**src/rtl/exp_stream_driver.sv**
```systemverilog
// exp_stream_driver: stimulus/result front end for the Taylor exp() engine.
// Issues an arithmetic sequence of Q2.14 x samples to the engine over valid/ready.
// Collects Q7.25 results into an in-order show-ahead FIFO for a downstream sink.
// Issue is credit-limited so that every result the engine returns has a FIFO slot.
// Optional feature macro: EXP_DRV_CHECKSUM_EN (running 32-bit sum of collected results).
module exp_stream_driver #(
    parameter int WIDTHIN    = 16,
    parameter int WIDTHOUT   = 32,
    parameter int FIFO_DEPTH = 4
) (
    input  logic                clk,
    input  logic                reset,
    input  logic                i_start,
    input  logic [WIDTHIN-1:0]  i_x_start,
    input  logic [WIDTHIN-1:0]  i_x_step,
    input  logic [WIDTHIN-1:0]  i_num,
    output logic                o_x_valid,
    output logic [WIDTHIN-1:0]  o_x,
    input  logic                i_x_ready,
    input  logic                i_res_valid,
    input  logic [WIDTHOUT-1:0] i_res_y,
    output logic                o_res_ready,
    output logic                o_y_valid,
    output logic [WIDTHOUT-1:0] o_y,
    input  logic                i_y_ready,
    output logic                o_busy,
    output logic                o_done,
    output logic [WIDTHOUT-1:0] o_checksum
);

    localparam int AW = $clog2(FIFO_DEPTH);
    localparam int CW = AW + 1;

    typedef enum logic [1:0] {
        S_IDLE  = 2'd0,
        S_RUN   = 2'd1,
        S_DRAIN = 2'd2,
        S_DONE  = 2'd3
    } state_t;

    state_t state, state_nxt;

    logic [WIDTHIN-1:0]  x_q;
    logic [WIDTHIN-1:0]  step_q;
    logic [WIDTHIN-1:0]  remaining;
    logic [CW-1:0]       inflight;
    logic [CW-1:0]       fifo_count;
    logic [AW-1:0]       wr_ptr;
    logic [AW-1:0]       rd_ptr;
    logic [WIDTHOUT-1:0] mem [FIFO_DEPTH];

    logic        start_fire;
    logic        issue;
    logic        collect;
    logic        pop;
    logic        fifo_empty;
    logic        fifo_full;
    logic        credit_ok;
    logic [CW:0] occupancy;

    // Results in flight plus results parked in the FIFO must never exceed the FIFO size.
    assign occupancy  = {1'b0, inflight} + {1'b0, fifo_count};
    assign credit_ok  = occupancy < (CW + 1)'(FIFO_DEPTH);
    assign fifo_empty = (fifo_count == '0);
    assign fifo_full  = (fifo_count == CW'(FIFO_DEPTH));

    assign start_fire  = (state == S_IDLE) && i_start;
    assign o_x_valid   = (state == S_RUN) && (remaining != '0) && credit_ok;
    assign o_x         = x_q;
    assign o_res_ready = !fifo_full;
    assign o_y_valid   = !fifo_empty;
    // Head is masked while empty so a stale entry never shows after reset.
    assign o_y         = fifo_empty ? '0 : mem[rd_ptr];
    assign o_busy      = (state == S_RUN) || (state == S_DRAIN);
    assign o_done      = (state == S_DONE);

    assign issue   = o_x_valid && i_x_ready;
    assign collect = i_res_valid && o_res_ready;
    assign pop     = o_y_valid && i_y_ready;

    // State register.
    always_ff @(posedge clk) begin
        if (reset) state <= S_IDLE;
        else       state <= state_nxt;
    end

    // Next-state logic: run until the last issue, drain until engine and FIFO are empty.
    always_comb begin
        state_nxt = state;
        case (state)
            S_IDLE:  if (i_start) state_nxt = (i_num == '0) ? S_DONE : S_RUN;
            S_RUN:   if (issue && (remaining == WIDTHIN'(1))) state_nxt = S_DRAIN;
            S_DRAIN: if ((inflight == '0) && fifo_empty) state_nxt = S_DONE;
            S_DONE:  state_nxt = S_IDLE;
            default: state_nxt = S_IDLE;
        endcase
    end

    // Sample generator: latch run parameters on start, advance x (mod 2^WIDTHIN) on each issue.
    always_ff @(posedge clk) begin
        if (reset) begin
            x_q       <= '0;
            step_q    <= '0;
            remaining <= '0;
        end else if (start_fire) begin
            x_q       <= i_x_start;
            step_q    <= i_x_step;
            remaining <= i_num;
        end else if (issue) begin
            x_q       <= x_q + step_q;
            remaining <= remaining - WIDTHIN'(1);
        end
    end

    // Count of samples accepted by the engine whose results are not yet collected.
    always_ff @(posedge clk) begin
        if (reset) begin
            inflight <= '0;
        end else begin
            case ({issue, collect})
                2'b10:   inflight <= inflight + CW'(1);
                2'b01:   inflight <= inflight - CW'(1);
                default: inflight <= inflight;
            endcase
        end
    end

    // FIFO control: pointers wrap naturally at the power-of-two depth.
    always_ff @(posedge clk) begin
        if (reset) begin
            wr_ptr     <= '0;
            rd_ptr     <= '0;
            fifo_count <= '0;
        end else begin
            if (collect) wr_ptr <= wr_ptr + AW'(1);
            if (pop)     rd_ptr <= rd_ptr + AW'(1);
            case ({collect, pop})
                2'b10:   fifo_count <= fifo_count + CW'(1);
                2'b01:   fifo_count <= fifo_count - CW'(1);
                default: fifo_count <= fifo_count;
            endcase
        end
    end

    // FIFO storage: data only, no reset needed.
    always_ff @(posedge clk) begin
        if (collect) mem[wr_ptr] <= i_res_y;
    end

`ifdef EXP_DRV_CHECKSUM_EN
    logic [WIDTHOUT-1:0] checksum;

    // Running wrap-around sum of collected results, restarted with every run.
    always_ff @(posedge clk) begin
        if (reset)           checksum <= '0;
        else if (start_fire) checksum <= '0;
        else if (collect)    checksum <= checksum + i_res_y;
    end

    assign o_checksum = checksum;
`else
    assign o_checksum = '0;
`endif

endmodule

```
**config.mk**
```make
export PLATFORM = sky130hd
export DESIGN_NAME = exp_stream_driver
export DESIGN_NICKNAME = d
export VERILOG_FILES = /design/src/rtl/exp_stream_driver.sv
export SDC_FILE = /design/constraint.sdc
export NUM_CORES = 1
export LEC_CHECK = 0
export BUFFER_PORTS_ARGS = -buffer_cell sky130_fd_sc_hd__buf_2
export CAP_MARGIN = 20
export CORE_UTILIZATION = 56
export CTS_CLUSTER_DIAMETER = 200
export DETAILED_ROUTE_END_ITERATION = 7
export HOLD_SLACK_MARGIN = 0.1
export PLACE_DENSITY = 0.81
export SLEW_MARGIN = 20
export SYNTH_ARGS = -nofsm -noshare
export SYNTH_HDL_FRONTEND = slang
export SYNTH_SLANG_ARGS = --single-unit
```
**constraint.sdc**
```tcl
create_clock -name clk -period 3.78 [get_ports clk]
set_clock_uncertainty 0.2 [all_clocks]
set_input_delay 0.378 -clock clk [delete_from_list [all_inputs] [get_ports clk]]
set_output_delay 0.378 -clock clk [all_outputs]
set_load 0.05 [all_outputs]
```
==> flow_summary.json, run 1 <==
{
  "syn_to_final_growth_pct": 23.1,
  "grt_pass1_wl_mm": 30.5,
  "r2r_slack_ns": 0.46,
  "die-area_mm2": 0.0163,
  "drive_gt1_share_pct": 24.1,
  "die_w_um": 128,
  "cp-end-kind": "flip-flop",
  "leakage_nw": 4.21,
  "finalHoldViolations": 0,
  "grt_use_total_pct": 24.6,
  "setup_tns_ns": 0,
  "grt_pass1_vias": 6262,
  "max_cap_violations": 0,
  "worstHoldStart": "i_num[13]",
  "synthTopCellsByCount": "128 x edfxtp_1, 64 x nand2_1, 62 x dfxtp_1",
  "wl_mm": 19.2,
  "insertion_delay_ns": 0.43,
  "multi_input_area_mm2": 0.00341,
  "synthArstFlopShare_pct": 0,
  "dieHeight_um": 128,
  "drc": 0,
  "clock-sinks": 190,
  "globalRoute.totalOverflow": 0,
  "syn_area_mm2": 0.00886,
  "grt_antenna_before_repair": 0,
  "slew_headroom_pct": 29.2,
  "min_path_cells": 3,
  "fillerInstances": 1070,
  "crit_path_start_kind": "flip-flop",
  "post_dp_cell_area_mm2": 0.00956,
  "ff2ff_path_depth": 10,
  "synthFlopType": "edfxtp_1",
  "hp-class": "in -> reg",
  "synth_cell_types": 60,
  "finalNonFillerCells": 1133,
  "pin_count": 171,
  "cts_tree": "built",
  "synth.top_cell.area_share_pct": 43.4,
  "syn_avg_cell_area_um2": 12.5,
  "cts_setup_buffers": 0,
  "path_class": "reg -> reg",
  "clockBufferDepth": 2,
  "grt_max_degree": 47,
  "finalSetupViolations": 0,
  "drv_slew": 0,
  "synth_cells": 707,
  "final_area_mm2": 0.0109,
  "vias": 6183,
  "worst_pin_slew_ns": 1.06,
  "rsz0062_at_grt": "false",
  "diodes": 0,
  "cts_hold_buf": 74,
  "finalNetCount": 1028,
  "drtIter0Drc": 336,
  "core_mm2": 0.0153,
  "route.detailed.wl_per_inst_um": 16.9,
  "htreeDepth": 4,
  "root_buffer": "clkbuf_16",
  "row_count": 45,
  "seq_area_mm2": 0.00509,
  "ant_nets": 0,
  "dp_hpwl_mm": 11.2,
  "reg2reg_from": "remaining[8]",
  "status": "completed",
  "crit_start": "remaining[8]",
  "peakVddDrop_mv": 0.424,
  "path_max_fanout": 30,
  "synth_edf_count": 128,
  "portBuffers": 138,
  "yosys-top-cells-area": "edfxtp_1 43%, dfxtp_1 14%, mux4_2 8.1%, ha_1 4.2%, a21oi_1 3.4%",
  "cp.arrival_ns": 3.48,
  "post-route-min-period_ns": 3.32,
  "synth.yosys.seq_area_share_pct": 57.4,
  "yosysWarnings": 0,
  "synth_top_cell_by_area": "edfxtp_1",
  "fin_crit_sh_pct": 87.9,
  "power_density_mw_per_mm2": 746,
  "vias_per_cell": 5.46,
  "ys_ff_latch": 190,
  "yosysMostFrequentCell": "edfxtp_1",
  "place_inst": 1027,
  "max_freq_mhz": 301,
  "first_pass_iters": 6,
  "cts_buffers": 17,
  "path_clk_slew_ns": 0.07,
  "place_congestion": 0.824,
  "cts-resized-gates": 0,
  "critPathRequiredTime_ns": 3.94,
  "start_util_pct": 57.9
}
==> worst max-delay path, cell delays in order, from the launching register on <==
cell	delay (ns)
dfxtp_1	0.36
or4_4	0.58
and4b_1	0.47
nor2_8	0.13
inv_6	0.22
ha_1	0.23
inv_1	0.06
fa_1	0.38
xor2_1	0.16
or3_1	0.30
a21oi_1	0.13
==> placed cells by master, fill, tap and decap left out, types with 3 or more instances in the layout <==
master / netlist / routed
conb_1: 1 / 32
clkbuf_16: 0 / 17
and2_1: 35 / 35
bufinv_16: 0 / 3
nor3_1: 8 / 8
or3_1: 8 / 8
buf_4: 33 / 4
a211oi_1: 5 / 5
clkinv_4: 0 / 3
nor2_1: 33 / 33
inv_1: 19 / 19
xnor2_1: 17 / 17
dlygate4sd3_1: 0 / 74
xor2_1: 11 / 11
nor4_1: 6 / 6
dfxtp_1: 62 / 61
a21o_1: 6 / 6
o21ai_0: 36 / 36
ha_1: 30 / 30
inv_6: 1 / 4
nand2b_1: 6 / 6
nand2_1: 64 / 63
and3_2: 0 / 4
fa_1: 3 / 3
mux2i_1: 3 / 3
nor2b_1: 3 / 3
nor4b_1: 3 / 3
mux4_2: 32 / 32
a21oi_1: 61 / 61
edfxtp_1: 128 / 128
buf_2: 4 / 138
nand3_1: 13 / 13
o211ai_1: 4 / 4
nor4_2: 3 / 3
a31oi_1: 8 / 8
==> routing by layer <==
layer	routed length [µm]	part of all wire, %	vias up	global-route usage [%]
met5	0	0	-	0
met4	374	2.0	0	9.41
met3	1120	5.8	36	4.84
met2	9860	51	218	44.3
met1	7800	41	2991	29.0
li1	-	-	2938	-
==> final cells by class <==
type,count,area share [%]
timing repair buffer,216,13.4
clock buffer,18,3.93
tap,211,2.42
inverter,20,0.734
clock inverter,14,1.68
sequential,190,46.6
multi-input combinational,464,31.3
==> report_power, final <==
part	switching, mW	internal, mW	total (mW)
logic	2.41	1.14	3.54
clock network	0.795	1.06	1.85
registers	0.193	2.56	2.76
total	3.39	4.75	8.15
==> state kept, by name, summed over array words and instances, names as in the netlist, named ones only <==
register,count
o_x,16
inflight,3
mem,128
wr_ptr,2
remaining,16
step_q,16
state,2
rd_ptr,2
fifo_count,3
==> logic make-up after synthesis <==
group | after synthesis | share of synthesized area (%)
AOI/OAI and AO/OA | 136 | 9.08
xor gates and xnor gates | 28 | 2.77
adders and majority gates | 33 | 4.91
buffers and inverters | 84 | 5.55
DFF | 190 | 57.4
muxes | 36 | 8.60
other | 1 | 0.0423
and+or+nand+nor | 199 | 11.7
==> per-stage QoR <==
stage | power (mW) | setup slack, ns | hold WS [ns] | util [%]
finish | 8.15 | 0.458 | 0.106 | 71.3
global route | 8.56 | 0.216 | 0.127 | 71.3
CTS | 8.14 | 0.458 | 0.102 | 71.3
detailed placement | 6.25 | 0.481 | 0.254 | 62.4
global placement | 6.19 | 0.543 | 0.250 | 62.4
floorplan | 5.57 | 0.741 | 0.240 | -
==> worst paths after layout <==
check	to
setup / recovery	inflight[2]
hold / removal	remaining[13]
setup reg to reg	inflight[2]
hold reg to reg	step_q[9]
No activity file was read; power rests on OpenSTA's default activity.
==> inputs of run 2 (changes only) <==
--- a/config.mk
+++ b/config.mk
@@ -7,6 +7,7 @@
 export LEC_CHECK = 0
 export BUFFER_PORTS_ARGS = -buffer_cell sky130_fd_sc_hd__buf_2
 export CAP_MARGIN = 20
+export CORE_ASPECT_RATIO = 1.5
 export CORE_UTILIZATION = 56
 export CTS_CLUSTER_DIAMETER = 200
 export DETAILED_ROUTE_END_ITERATION = 7
==> flow_summary.json, run 2 (synthesized netlist as in run 1, its figures left out) <==
{
  "max_freq_mhz": 303,
  "clock-sinks": 190,
  "htreeDepth": 4,
  "finalNetCount": 1032,
  "first_pass_iters": 4,
  "vias": 6138,
  "place_congestion": 0.833,
  "rsz0062_at_grt": "false",
  "hp-class": "in -> reg",
  "layout_commonest_cell": "buf_2",
  "drtIter0Drc": 303,
  "slew_headroom_pct": 33.3,
  "start_util_pct": 57.0,
  "core_mm2": 0.0156,
  "seq_area_mm2": 0.00509,
  "internal-power_mw": 4.61,
  "drv_slew": 0,
  "diodes": 0,
  "regMostFlops": "mem",
  "power_density_mw_per_mm2": 739,
  "p_sw_mw": 3.47,
  "drive_gt1_share_pct": 24.4,
  "drc": 0,
  "dieHeight_um": 156,
  "cp-end-kind": "flip-flop",
  "path_buf_inv": 2,
  "p_sw_share_pct": 43.0,
  "fin_crit_sh_pct": 87.4,
  "max_cap_violations": 0,
  "cts_tree": "built",
  "fillerInstances": 1102,
  "portBuffers": 138,
  "crit_path_start_kind": "flip-flop",
  "pin_count": 171,
  "insertion_delay_ns": 0.42,
  "grt_pass1_vias": 6232,
  "post-route-min-period_ns": 3.31,
  "cp_slowest_cell": "or4_4",
  "final_cell_mix": "138 x buf_2, 128 x edfxtp_1, 76 x dlygate4sd3_1, 63 x nand2_1",
  "route.detailed.wl_per_inst_um": 16.9,
  "cts_setup_buffers": 0,
  "die_w_um": 105,
  "finalSetupViolations": 0,
  "cts-resized-gates": 0,
  "grt_antenna_before_repair": 0,
  "wl_mm": 19.1,
  "cpPeakStageDelay_ns": 0.58,
  "total_power_mw": 8.08,
  "cp_top_family": "simple AND/OR/NAND/NOR gates",
  "grt_pass1_wl_mm": 30.5,
  "cp.arrival_ns": 3.46,
  "worst_pin_slew_ns": 0.988,
  "critPathRequiredTime_ns": 3.93,
  "largest_reg_flops": 128,
  "path_class": "reg -> reg",
  "pwr-share-seq_pct": 34.1,
  "dp_hpwl_mm": 12.2,
  "setup_tns_ns": 0,
  "syn_to_final_growth_pct": 23.3,
  "peakVddDrop_mv": 0.514,
  "leakage_nw": 4.22,
  "root_buffer": "clkbuf_16",
  "grt_max_degree": 54,
  "path_clk_slew_ns": 0.08,
  "power.share.combinational_pct": 43.8,
  "finalHoldViolations": 0,
  "row_count": 56,
  "grt_use_total_pct": 24.1,
  "multi_input_area_mm2": 0.00341,
  "p_clk_share_pct": 22.2,
  "die-area_mm2": 0.0163,
  "clockBufferDepth": 2,
  "globalRoute.totalOverflow": 0,
  "cts_buffers": 17,
  "ant_nets": 0,
  "path_max_fanout": 30,
  "vias_per_cell": 5.44,
  "crit_chain": "or4_4, and4b_1, nor2_8, inv_6, ha_1, inv_1, fa_1, xor2_1, or3_1, a21oi_1",
  "status": "completed"
}
## run 2: layout make-up
cell class                      count  share of cell area (%)
Sequential cell                   190                    46.5
Multi-Input combinational cell    464                    31.2
Timing Repair Buffer              220                    13.7
Clock buffer                       17                    3.89
Tap cell                          203                    2.32
Clock inverter                     15                    1.63
Inverter                           20                   0.733
## run 2: tightest hold or removal path, stage by stage
cell	delay, ns
buf_2	0.08
o21ai_0	0.11
a21oi_1	0.13
## run 2: timing repair
action,CTS,global route
setup endpoints to repair,0,0
hold buffers,76,0
hold endpoints to repair,172,0
## run 2: power by group through the flow
stage | Clock (mW) | Sequential (mW) | Combinational [mW]
after CTS | 1.82 | 2.75 | 3.54
after detailed placement | 0 | 2.80 | 3.47
after global routing | 1.89 | 2.79 | 3.81
after global placement | 0 | 2.78 | 3.43
final | 1.79 | 2.75 | 3.54
after floorplan | 0 | 2.92 | 2.66
## run 2: routing by layer
layer | vias to the layer above | GRT usage [%] | routed length, µm | share of wire [%]
li1 | 2954 | - | - | -
met1 | 2987 | 27.0 | 7420 | 39
met4 | 0 | 7.18 | 214 | 1.1
met3 | 19 | 4.01 | 860 | 4.5
met5 | - | 0 | 0 | 0
met2 | 178 | 46.3 | 10600 | 55
## run 2: final timing paths
kind / startpoint / endpoint / slack (ns) / cells after the start
setup / recovery: remaining[8] / inflight[2] / 0.47 / 10
hold reg to reg: step_q[2] / step_q[2] / 0.26 / 2
setup reg to reg: remaining[8] / inflight[2] / 0.47 / 10
hold / removal: i_num[15] / remaining[15] / 0.12 / 3
## run 2: per-stage QoR
stage,setup WS (ns),area (µm²),hold slack [ns],util (%),instances
floorplan,0.741,8980,0.240,-,738
global placement,0.535,9570,0.247,61.5,1021
detailed placement,0.469,9570,0.253,61.5,1021
CTS,0.450,10900,0.104,70.3,1129
global route,0.203,10900,0.126,70.3,1129
finish,0.475,10900,0.118,70.3,1129
